--- src/rtl/c432_irq_seq.sv ---
// c432_irq_seq: qualifies the winning request of the 27-channel priority
// encoder, raises one CPU interrupt at a time and reports the serviced
// request upstream once the CPU acknowledges it.
// Optional build macro IRQ_TIMEOUT_EN adds a PEND timeout with a tmo pulse.
module c432_irq_seq #(
  parameter int STABLE_CYC = 2,
  parameter int TMO_CYC    = 255
) (
  input  logic       clk,
  input  logic       rst_n,
  input  logic       pa,
  input  logic       pb,
  input  logic       pc,
  input  logic [3:0] chan,
  input  logic       ack,
  output logic       irq,
  output logic [5:0] irq_id,
  output logic       svc_valid,
  output logic [5:0] svc_id,
  output logic       busy,
  output logic       err
`ifdef IRQ_TIMEOUT_EN
  ,
  output logic       tmo
`endif
);

  localparam logic [1:0] IDLE = 2'd0;
  localparam logic [1:0] QUAL = 2'd1;
  localparam logic [1:0] PEND = 2'd2;
  localparam logic [1:0] DONE = 2'd3;

  localparam logic [3:0] STABLE_L = 4'(STABLE_CYC);

  // Reject parameter values the counters cannot represent.
  if (STABLE_CYC < 1 || STABLE_CYC > 15 || TMO_CYC < 1 || TMO_CYC > 255) begin : g_param_chk
    $error("c432_irq_seq: STABLE_CYC or TMO_CYC out of range");
  end

  logic [1:0] state_q, state_d;
  logic [5:0] cand_q, cand_d;
  logic [3:0] cnt_q, cnt_d;
  logic       irq_q, irq_d;
  logic [5:0] irq_id_q, irq_id_d;
  logic       svc_valid_q, svc_valid_d;
  logic [5:0] svc_id_q, svc_id_d;
  logic       err_q, err_d;
`ifdef IRQ_TIMEOUT_EN
  localparam logic [7:0] TMO_L = 8'(TMO_CYC);
  logic [7:0] tmo_cnt_q, tmo_cnt_d;
  logic       tmo_q, tmo_d;
`endif

  logic [1:0] bus;
  logic       one_hot;
  logic       smp_valid;
  logic       smp_illegal;
  logic [5:0] smp_id;

  // Classify the current bus/channel sample as valid, idle or illegal.
  always_comb begin
    bus         = pa ? 2'b01 : (pb ? 2'b10 : 2'b11);
    one_hot     = (({1'b0, pa} + {1'b0, pb} + {1'b0, pc}) == 2'd1);
    smp_valid   = one_hot && (chan <= 4'd8);
    smp_illegal = (pa | pb | pc) && !smp_valid;
    smp_id      = {bus, chan};
  end

  // Next-state logic: qualify, pend until ack (or timeout), then report service.
  always_comb begin
    state_d     = state_q;
    cand_d      = cand_q;
    cnt_d       = cnt_q;
    irq_d       = irq_q;
    irq_id_d    = irq_id_q;
    svc_valid_d = 1'b0;
    svc_id_d    = svc_id_q;
    err_d       = err_q;
`ifdef IRQ_TIMEOUT_EN
    tmo_cnt_d   = tmo_cnt_q;
    tmo_d       = 1'b0;
`endif
    case (state_q)
      IDLE: begin
        if (smp_valid) begin
          cand_d = smp_id;
          cnt_d  = 4'd1;
          if (STABLE_L == 4'd1) begin
            state_d  = PEND;
            irq_d    = 1'b1;
            irq_id_d = smp_id;
            cnt_d    = 4'd0;
          end else begin
            state_d = QUAL;
          end
        end else if (smp_illegal) begin
          err_d = 1'b1;
        end
      end
      QUAL: begin
        if (smp_valid) begin
          if (smp_id == cand_q) begin
            if (cnt_q + 4'd1 == STABLE_L) begin
              state_d  = PEND;
              irq_d    = 1'b1;
              irq_id_d = cand_q;
              cnt_d    = 4'd0;
            end else begin
              cnt_d = cnt_q + 4'd1;
            end
          end else begin
            // A different winner restarts qualification from scratch.
            cand_d = smp_id;
            cnt_d  = 4'd1;
          end
        end else begin
          err_d   = err_q | smp_illegal;
          state_d = IDLE;
          cnt_d   = 4'd0;
        end
      end
      PEND: begin
        if (ack) begin
          state_d     = DONE;
          irq_d       = 1'b0;
          svc_valid_d = 1'b1;
          svc_id_d    = irq_id_q;
`ifdef IRQ_TIMEOUT_EN
          tmo_cnt_d   = 8'd0;
        end else if (tmo_cnt_q + 8'd1 == TMO_L) begin
          state_d   = IDLE;
          irq_d     = 1'b0;
          tmo_d     = 1'b1;
          tmo_cnt_d = 8'd0;
        end else begin
          tmo_cnt_d = tmo_cnt_q + 8'd1;
`endif
        end
      end
      default: begin
        // DONE: svc_valid is high for this single cycle; inputs are not sampled.
        state_d = IDLE;
      end
    endcase
  end

  // State and output registers, cleared asynchronously by rst_n.
  always_ff @(posedge clk or negedge rst_n) begin
    if (!rst_n) begin
      state_q     <= IDLE;
      cand_q      <= 6'd0;
      cnt_q       <= 4'd0;
      irq_q       <= 1'b0;
      irq_id_q    <= 6'd0;
      svc_valid_q <= 1'b0;
      svc_id_q    <= 6'd0;
      err_q       <= 1'b0;
`ifdef IRQ_TIMEOUT_EN
      tmo_cnt_q   <= 8'd0;
      tmo_q       <= 1'b0;
`endif
    end else begin
      state_q     <= state_d;
      cand_q      <= cand_d;
      cnt_q       <= cnt_d;
      irq_q       <= irq_d;
      irq_id_q    <= irq_id_d;
      svc_valid_q <= svc_valid_d;
      svc_id_q    <= svc_id_d;
      err_q       <= err_d;
`ifdef IRQ_TIMEOUT_EN
      tmo_cnt_q   <= tmo_cnt_d;
      tmo_q       <= tmo_d;
`endif
    end
  end

  assign irq       = irq_q;
  assign irq_id    = irq_id_q;
  assign svc_valid = svc_valid_q;
  assign svc_id    = svc_id_q;
  assign busy      = (state_q != IDLE);
  assign err       = err_q;
`ifdef IRQ_TIMEOUT_EN
  assign tmo       = tmo_q;
`endif

endmodule
--- config.mk ---
export PLATFORM = sky130hd
export DESIGN_NAME = c432_irq_seq
export DESIGN_NICKNAME = d
export VERILOG_FILES = /design/src/rtl/c432_irq_seq.sv
export SDC_FILE = /design/constraint.sdc
export NUM_CORES = 1
export LEC_CHECK = 0
export CORE_MARGIN = 5
export CORE_UTILIZATION = 49
export DETAILED_ROUTE_END_ITERATION = 16
export GPL_TIMING_DRIVEN = 0
export PLACE_DENSITY = 0.88
export SLEW_MARGIN = 20
export SYNTH_ARGS = -nofsm -noshare
export SYNTH_HDL_FRONTEND = slang
export SYNTH_SLANG_ARGS = --single-unit
--- constraint.sdc ---
create_clock -name clk -period 2.7 [get_ports clk]
set_input_delay 0.675 -clock clk [delete_from_list [all_inputs] [get_ports clk]]
set_output_delay 0.675 -clock clk [all_outputs]
set_load 0.01 [all_outputs]
# After elaboration in Yosys (flattened, before gate mapping)
# Cells that the tools add are included.
# classes
eq_ne,16
reduce_logical,14
bitwise_logic,3
muxes,28
add_sub_neg,3
n_lt_le_gt_ge,1
# ops
op,n
two-way mux 6 bit,3
inequality test 2 bit (second input constant),9
two-way mux 4 bit,4
AND reduction 4 bit,4
two-way mux 2 bit,6
case mux 6 bit (2 select lines),1
two-way mux 1 bit,10
case mux 4 bit (2 select lines),1
equality test 6 bit,1
inequality test 3 bit (second input constant),2
case mux 2 bit (3 select lines),1
nonzero test 2 bit,3
AND reduction 5 bit,1
adder 4 x 1 -> 4 bit (second input constant),1
equality test 2 x 1 -> 1 bit (second input constant),2
equality test 4 x 2 -> 1 bit (second input constant),1
<= comparator 4 bit (second input constant),1
case mux 1 bit (2 select lines),2
AND reduction 2 bit,2
OR 1 bit,3
adder 1 x 1 -> 2 bit,1
adder 2 x 1 -> 2 bit,1
equality test 2 bit (second input constant),1
logical AND 1 bit,2
other kinds (2),2
# totals
register_bits,27
input_bits,10
wordCells,73
output_inout_bits,16

# Logic depth before layout (Yosys ltp)
# Gate-level depths: netlist of run 1.
# depth
depth_word,9
ltp_mapped,6

# Least setup slack after synthesis of run 1
# No wires, ideal clock.
# synth_timing
kind,input -> register
from,input pa
to,"register irq_id_q[0], in the netlist irq_id[0]"
slack_ps,293
stages,6
arrival_ps,2282
setup_time_ps,125
n_path_buf,1
t_required_ps,2575
cell_sequence,nor2b_1 > a21oi_1 > or4_1 > buf_2 > nor4_4 > mux2_2
# synth_via
elab_chain_len,5
word_cells_on_any_way,7
# synth_rtl
item,line,source
start: declaration,11,"input logic pa,"
adder 1 x 1 -> 2 bit,63,"one_hot = (({1'b0, pa} + {1'b0, pb} + {1'b0, pc}) == 2'd1);"
adder 2 x 1 -> 2 bit,63,
equality test 2 x 1 -> 1 bit,63,
logical AND 1 bit,64,smp_valid = one_hot && (chan <= 4'd8);
AND reduction 4 bit (no line) (*),--,
end signal: assignment,167,irq_id_q <= irq_id_d;
end: declaration,44,"logic [5:0] irq_id_q, irq_id_d;"
# Every way passes the cells marked *; elsewhere a longest branch is shown, timed or not.
# A chain may end at the register's enable or synchronous reset.

# Worst setup path in the final report of run 1
# layout_timing
from,input chan[3]
to,"register irq_id_q[2], in the netlist irq_id[2]"
# layout_via
elab_chain_len,3
word_cells_on_any_way,4
# layout_rtl
item,line,source
start: declaration,14,"input logic [3:0] chan,"
<= comparator 4 bit,64,
logical AND 1 bit,64,
AND reduction 4 bit (no line) (*),--,
# Marks and branches as above.

==> results.ini, run 1 <==
[floorplan]
fp-row-count=18
die_width_um=60.6
core_sq_mm=0.00245
fp.dieH_um=60.6
io_pins=26
initial_utilization=0.510
die_area_sq_mm=0.00367

[detailed_routing]
initialDrtViolationCount=26
vias=913
vias_per_cell=5.57
ant_nets=0
post-route-drc-count=0
routed_wl_mm=2.43
drt_first_pass_iters=4
post_drt_wl_per_cell_um=14.8

[cts]
ctsHtreeMaxLevel=1
clk_transition_reported_paths_ns=0.13
ctsHoldBuffers=0
clock_sinks=27
tritoncts=done
root_buffer=clkbuf_4
cts_buffers=3
clock_latency_ns=0.31
cts_buffer_depth=2

[synth]
ys_warn_count=0
yosysUniqueCellTypes=31
syn_inst=104
synth.cell_area_sq_mm=0.00125
seq_area_frac_synth=0.539
synth-seq-cells=27
syn_nets=117
avgSynthCellArea_sq_um=12.0

[grt]
antenna_found_initial=0
grt_pass1_vias=971
grt.overflow.total=0
grtUsageTotal=0.156
grt_pass1_wl_mm=4.24
grt_max_degree=28

[placed_design]
gp_congestion=0.782
dp.cells=159
hpwl_mm=1.89
io_buffer_count=25

[worst_setup_path]
worstRegToRegCells=7
cp_data_required_time_ns=2.91
critical_path_arrival_ns=2.77
timing.rr.start=cand_q[5]$_DFFE_PN0P_
worst-path-max-fanout=8
start_kind=input pin
end_kind=flip-flop
crit_type=input pin to flip-flop
critPathLaunch=chan[3]

[sta]
worst_pin_slew_ns=0.586
relSlewSlack=0.609
timing.final.crit_share=0.947
rsz0062_at_grt=no
max_freq_mhz=391
fin_skew_ns=0.00362
hold_ws_ns=0.338
slew_viol_final=0
hold_viol_final=0
setup_viol=0
period_needed_ns=2.56

[cells_and_area]
layout.nets=148
drive_gt1_frac=0.216
area_delta_synth_final_pct=26.1
final_common_cell=dfrtp_1
final_cell_mix=dfrtp_1 (27), clkdlybuf4s50_1 (22), mux2_2 (16)
antenna_cells=0
instances_no_fill=164
fillCellCount=195

[pwr]
static-leakage-power_nw=0.710
irDropWorstVdd_mv=0.343
power.density_mw_per_mm2=496

[run_status]
status=complete, no violations

[flow_run]
maxCapViolations=0

[min_path]
hold_path_class=input pin to async pin

## synthesized netlist by cell type (all sizes together)
master,number,share of area
dfrtp,27,0.54
mux2,16,0.14
a21oi,7,0.028
nand2,7,0.021
o21ai,5,0.020
inv,4,0.012
nor2,3,0.0090
nor2b,3,0.015
nor3,3,0.012
or2,3,0.015
xnor2,3,0.021
a21o,2,0.012
ha,2,0.020
nand3b,2,0.012
nor4,2,0.022
a21bo,1,0.0080
a22o,1,0.0070
a31oi,1,0.0050
a41o,1,0.0080
and2,1,0.0050
buf,1,0.0040
clkbuf,1,0.0030
fa,1,0.016
mux2i,1,0.0080
nand3,1,0.0040
nand4,1,0.0050
o21a,1,0.0060
o31ai,1,0.0060
or4,1,0.0060
xor2,1,0.0070
## per-layer routing
layer	global-route usage	share of wire
met5	0	0
met4	0.0650	0.018
met1	0.200	0.40
met3	0.0319	0.042
met2	0.259	0.54
## repair_timing
action,CTS,global route
resized for setup,3,1
endpoints found under the hold margin,0,0
setup buffers,1,0
pin swaps,1,0
setup endpoints to repair,9,7
## critical path, stage by stage
cell and delay [ns]:
clkdlybuf4s50_1 0.52, xnor2_1 0.14, nand4_1 0.09, or4_1 0.40
buf_2 0.19, nor4_4 0.20, buf_4 0.21, mux2_2 0.35
## state kept, by name (all words and copies together), names as in the netlist
name	count
cnt_q	4
svc_id	6
err	1
svc_valid	1
irq_id	6
state_q	2
irq	1
cand_q	6
## path summary, 6_finish.rpt
path | slack (ns) | to
worst max register to register | 0.51 | irq_id[2]$_DFFE_PN0P_
min in group clk | 0.49 | err$_DFFE_PN0P_
worst min-delay path | 0.34 | svc_id[2]$_DFFE_PN0P_
worst max-delay path | 0.14 | irq_id[2]$_DFFE_PN0P_
max in group asynchronous | 1.98 | svc_id[0]$_DFFE_PN0P_
worst min register to register | 0.49 | err$_DFFE_PN0P_
## power by group
group | switching [mW] | leakage (nW) | internal [mW]
sequential | 0.0393 | 0.353 | 0.441
combinational | 0.0652 | 0.339 | 0.0723
clock | 0.111 | 0.0177 | 0.0554
total | 0.215 | 0.710 | 0.568
## logic make-up after synthesis
group / Yosys count / synth area share
compound gates: 20 / 0.0999
xor+xnor: 4 / 0.0280
flops: 27 / 0.539
mux: 17 / 0.152
fa+ha+maj: 3 / 0.0360
simple gates: 27 / 0.126
buf+inv: 6 / 0.0190
## cell type report
class	count	area (sq um)	area share
buffer	2	8.76	0.00555
multi-input combinational	71	561	0.355
sequential	27	676	0.428
timing repair buffer	26	254	0.161
clock inverter	1	5.00	0.00317
clock buffer	3	22.5	0.0143
inverter	4	15.0	0.00951
tap	30	37.5	0.0238
## per-stage QoR
stage	util	power (mW)	setup slack [ns]	setup TNS [ns]	area [sq um]
after floorplan	-	0.563	0.293	0	1250
after global placement	0.627	0.614	-0.532	-5.35	1540
after detailed placement	0.625	0.625	-0.611	-6.79	1540
after CTS	0.642	0.796	0.0811	0	1580
after global routing	0.643	0.834	0.0333	0	1580
final	0.643	0.783	0.142	0	1580
Note: power is estimated with default switching activity, not from simulation.
==> inputs of run 2 (changes only) <==
CORE_UTILIZATION = 47   (was 49)
PLACE_DENSITY = 0.85   (was 0.88)
==> run 2 against run 1 <==
Hold slack got worse by 0.024 ns. Critical endpoint is now cand_q[3]$_DFFE_PN0P_. Cell count increased by 1.2%. Largest power group unchanged. First-iteration DRC count increased by 27%.
==> results.ini, run 2 (synthesized netlist as in run 1, its figures left out) <==
[sta]
relSlewSlack=0.602  ; -0.00704
slew_viol_final=0  ; unchanged
worst_pin_slew_ns=0.597  ; +0.0106 ns
hold_ws_ns=0.314  ; -0.0242 ns
max_freq_mhz=388  ; -0.66%
tns_ns=0  ; unchanged
period_needed_ns=2.57  ; +0.0169 ns
rsz0062_at_grt=no
fin_ws_ns=0.125  ; -0.0169 ns
hold_viol_final=0  ; unchanged
fin_skew_ns=0.00402  ; +0.000404 ns
setup_viol=0  ; unchanged
timing.final.crit_share=0.954  ; +0.00626

[cells_and_area]
drive_gt1_frac=0.228  ; +0.0115
layout.nets=150  ; +1.4%
fillCellCount=221  ; +13%
final_common_cell=dfrtp_1
multi_input_area_sq_um=561  ; unchanged
antenna_cells=0  ; unchanged
regArea_sq_um=676  ; unchanged
instances_no_fill=166  ; +1.2%
final_area_sq_mm=0.00160  ; +1.2%
final_cell_mix=dfrtp_1 (27), clkdlybuf4s50_1 (23), mux2_2 (16)
area_delta_synth_final_pct=27.6

[worst_setup_path]
worstRegToRegCells=7  ; unchanged
rrSetupSlack_ns=0.50  ; about the same
worstSetupPathDepth=6  ; -2
crit_type=input pin to flip-flop
cp_slowest_stage_delay_ns=0.55  ; +0.03 ns
critical_path_arrival_ns=2.81  ; +0.04 ns
end_kind=flip-flop
worst-path-max-fanout=6  ; -2
start_kind=input pin
cp_slowest_cell=fa_1
cp_data_required_time_ns=2.94  ; +0.03 ns
path_buf_inv=1  ; -2
crit_chain=clkdlybuf4s50_1 -> fa_1 -> nand3b_1 -> nor2_4 -> and2_1 -> mux2_2
critPathTopFamily=simple AND/OR/NAND/NOR gates

[floorplan]
core_sq_mm=0.00252  ; +2.8%
die_width_um=61.6  ; +1.8%
initial_utilization=0.497  ; -0.0137
io_pins=26  ; unchanged
fp-row-count=18  ; unchanged
fp.dieH_um=61.6  ; +1.8%
die_area_sq_mm=0.00380  ; +3.5%

[pwr]
static-leakage-power_nw=0.714  ; +0.61%
irDropWorstVdd_mv=0.409  ; +19%
power.density_mw_per_mm2=500  ; +0.83%

[grt]
grt_pass1_vias=968  ; -0.31%
grt.overflow.total=0  ; unchanged
antenna_found_initial=0  ; unchanged
grtUsageTotal=0.149  ; -0.00679
grt_max_degree=28  ; unchanged
grt_pass1_wl_mm=4.21  ; -0.80%

[run_status]
status=complete, no violations

[detailed_routing]
ant_nets=0  ; unchanged
vias=902  ; -1.2%
post_drt_wl_per_cell_um=14.7  ; -0.96%
routed_wl_mm=2.44  ; +0.25%
post-route-drc-count=0  ; unchanged
drt_first_pass_iters=4  ; unchanged
vias_per_cell=5.43  ; -2.4%
initialDrtViolationCount=33  ; +27%

[cts]
clock_latency_ns=0.33  ; +0.02 ns
cts_buffers=3  ; unchanged
clk_transition_reported_paths_ns=0.15  ; +0.02 ns
clock_sinks=27  ; unchanged
tritoncts=done
cts_buffer_depth=2  ; unchanged
ctsHtreeMaxLevel=1  ; unchanged
root_buffer=clkbuf_4

[placed_design]
place_area_sq_mm=0.00154  ; unchanged
dp_slack_ns=-0.578  ; +0.0329 ns
io_buffer_count=25  ; unchanged
gp_congestion=0.746  ; -4.7%
dp.cells=159  ; unchanged
hpwl_mm=1.78  ; -5.7%

[min_path]
hold_path_class=input pin to async pin

[flow_run]
maxCapViolations=0  ; unchanged

run 2: cell count changes in the layout (fill, tap and decap cells not counted):
cell	previous run	this run
clkinv_2	1	0
clkdlybuf4s50_1	22	23
buf_4	1	3
clkinvlp_4	0	1
dlygate4sd2_1	1	0
run 2: metal layers:
layer | global-route usage | wire length, um | part of all wire
met2 | 0.248 | 1240 | 0.51
met5 | 0 | 0 | 0
met1 | 0.186 | 1040 | 0.43
met3 | 0.0273 | 122 | 0.050
met4 | 0.0727 | 38 | 0.016
run 2: final timing paths:
| kind | start | to |
|---|---|---|
| max | pb | cand_q[3]$_DFFE_PN0P_ |
| min in group clk | err$_DFFE_PN0P_ | err$_DFFE_PN0P_ |
| max reg2reg | cand_q[5]$_DFFE_PN0P_ | irq_id[5]$_DFFE_PN0P_ |
| max in group asynchronous | rst_n | svc_id[2]$_DFFE_PN0P_ |
| min | rst_n | cnt_q[2]$_DFFE_PN0P_ |
| min reg2reg | err$_DFFE_PN0P_ | err$_DFFE_PN0P_ |
run 2: power by group:
part	internal [mW]	total (mW)	switching, mW
Clock	0.0567	0.182	0.125
Combinational	0.0743	0.138	0.0634
Sequential	0.441	0.479	0.0389
run 2: cell type report:
| class | count | area share |
|---|---|---|
| clock buffers | 3 | 0.0141 |
| well taps | 30 | 0.0235 |
| repair buffers | 28 | 0.169 |
| multi-input cells | 71 | 0.351 |
| plain buffers | 2 | 0.00548 |
| flip-flops and latches | 27 | 0.423 |
| inverters | 4 | 0.00940 |
| clock inverters | 1 | 0.00470 |
run 2: worst reg2reg max path, delay by kind of cell (launching register included):
kind | cells | cell delay [ns]
buffers and inverters | 2 | 0.36
AOI/OAI and AO/OA | 1 | 0.08
and+or+nand+nor | 3 | 0.91
DFF | 1 | 0.42
muxes | 1 | 0.33
run 2: what timing repair did:
action / 4_1_cts / 5_1_grt
setup endpoints to repair: 7 / 7
gates resized for setup: 2 / 1
hold buffers: 0 / 0
setup buffers: 2 / 1
pin swaps: 1 / 1
cloned: 0 / 0
run 2: per-stage QoR:
step                      utilization  power, mW
after global routing            0.633      0.843
after global placement          0.611      0.615
after CTS                       0.629      0.805
after floorplan                     -      0.563
after detailed placement        0.609      0.621
final                           0.633      0.799
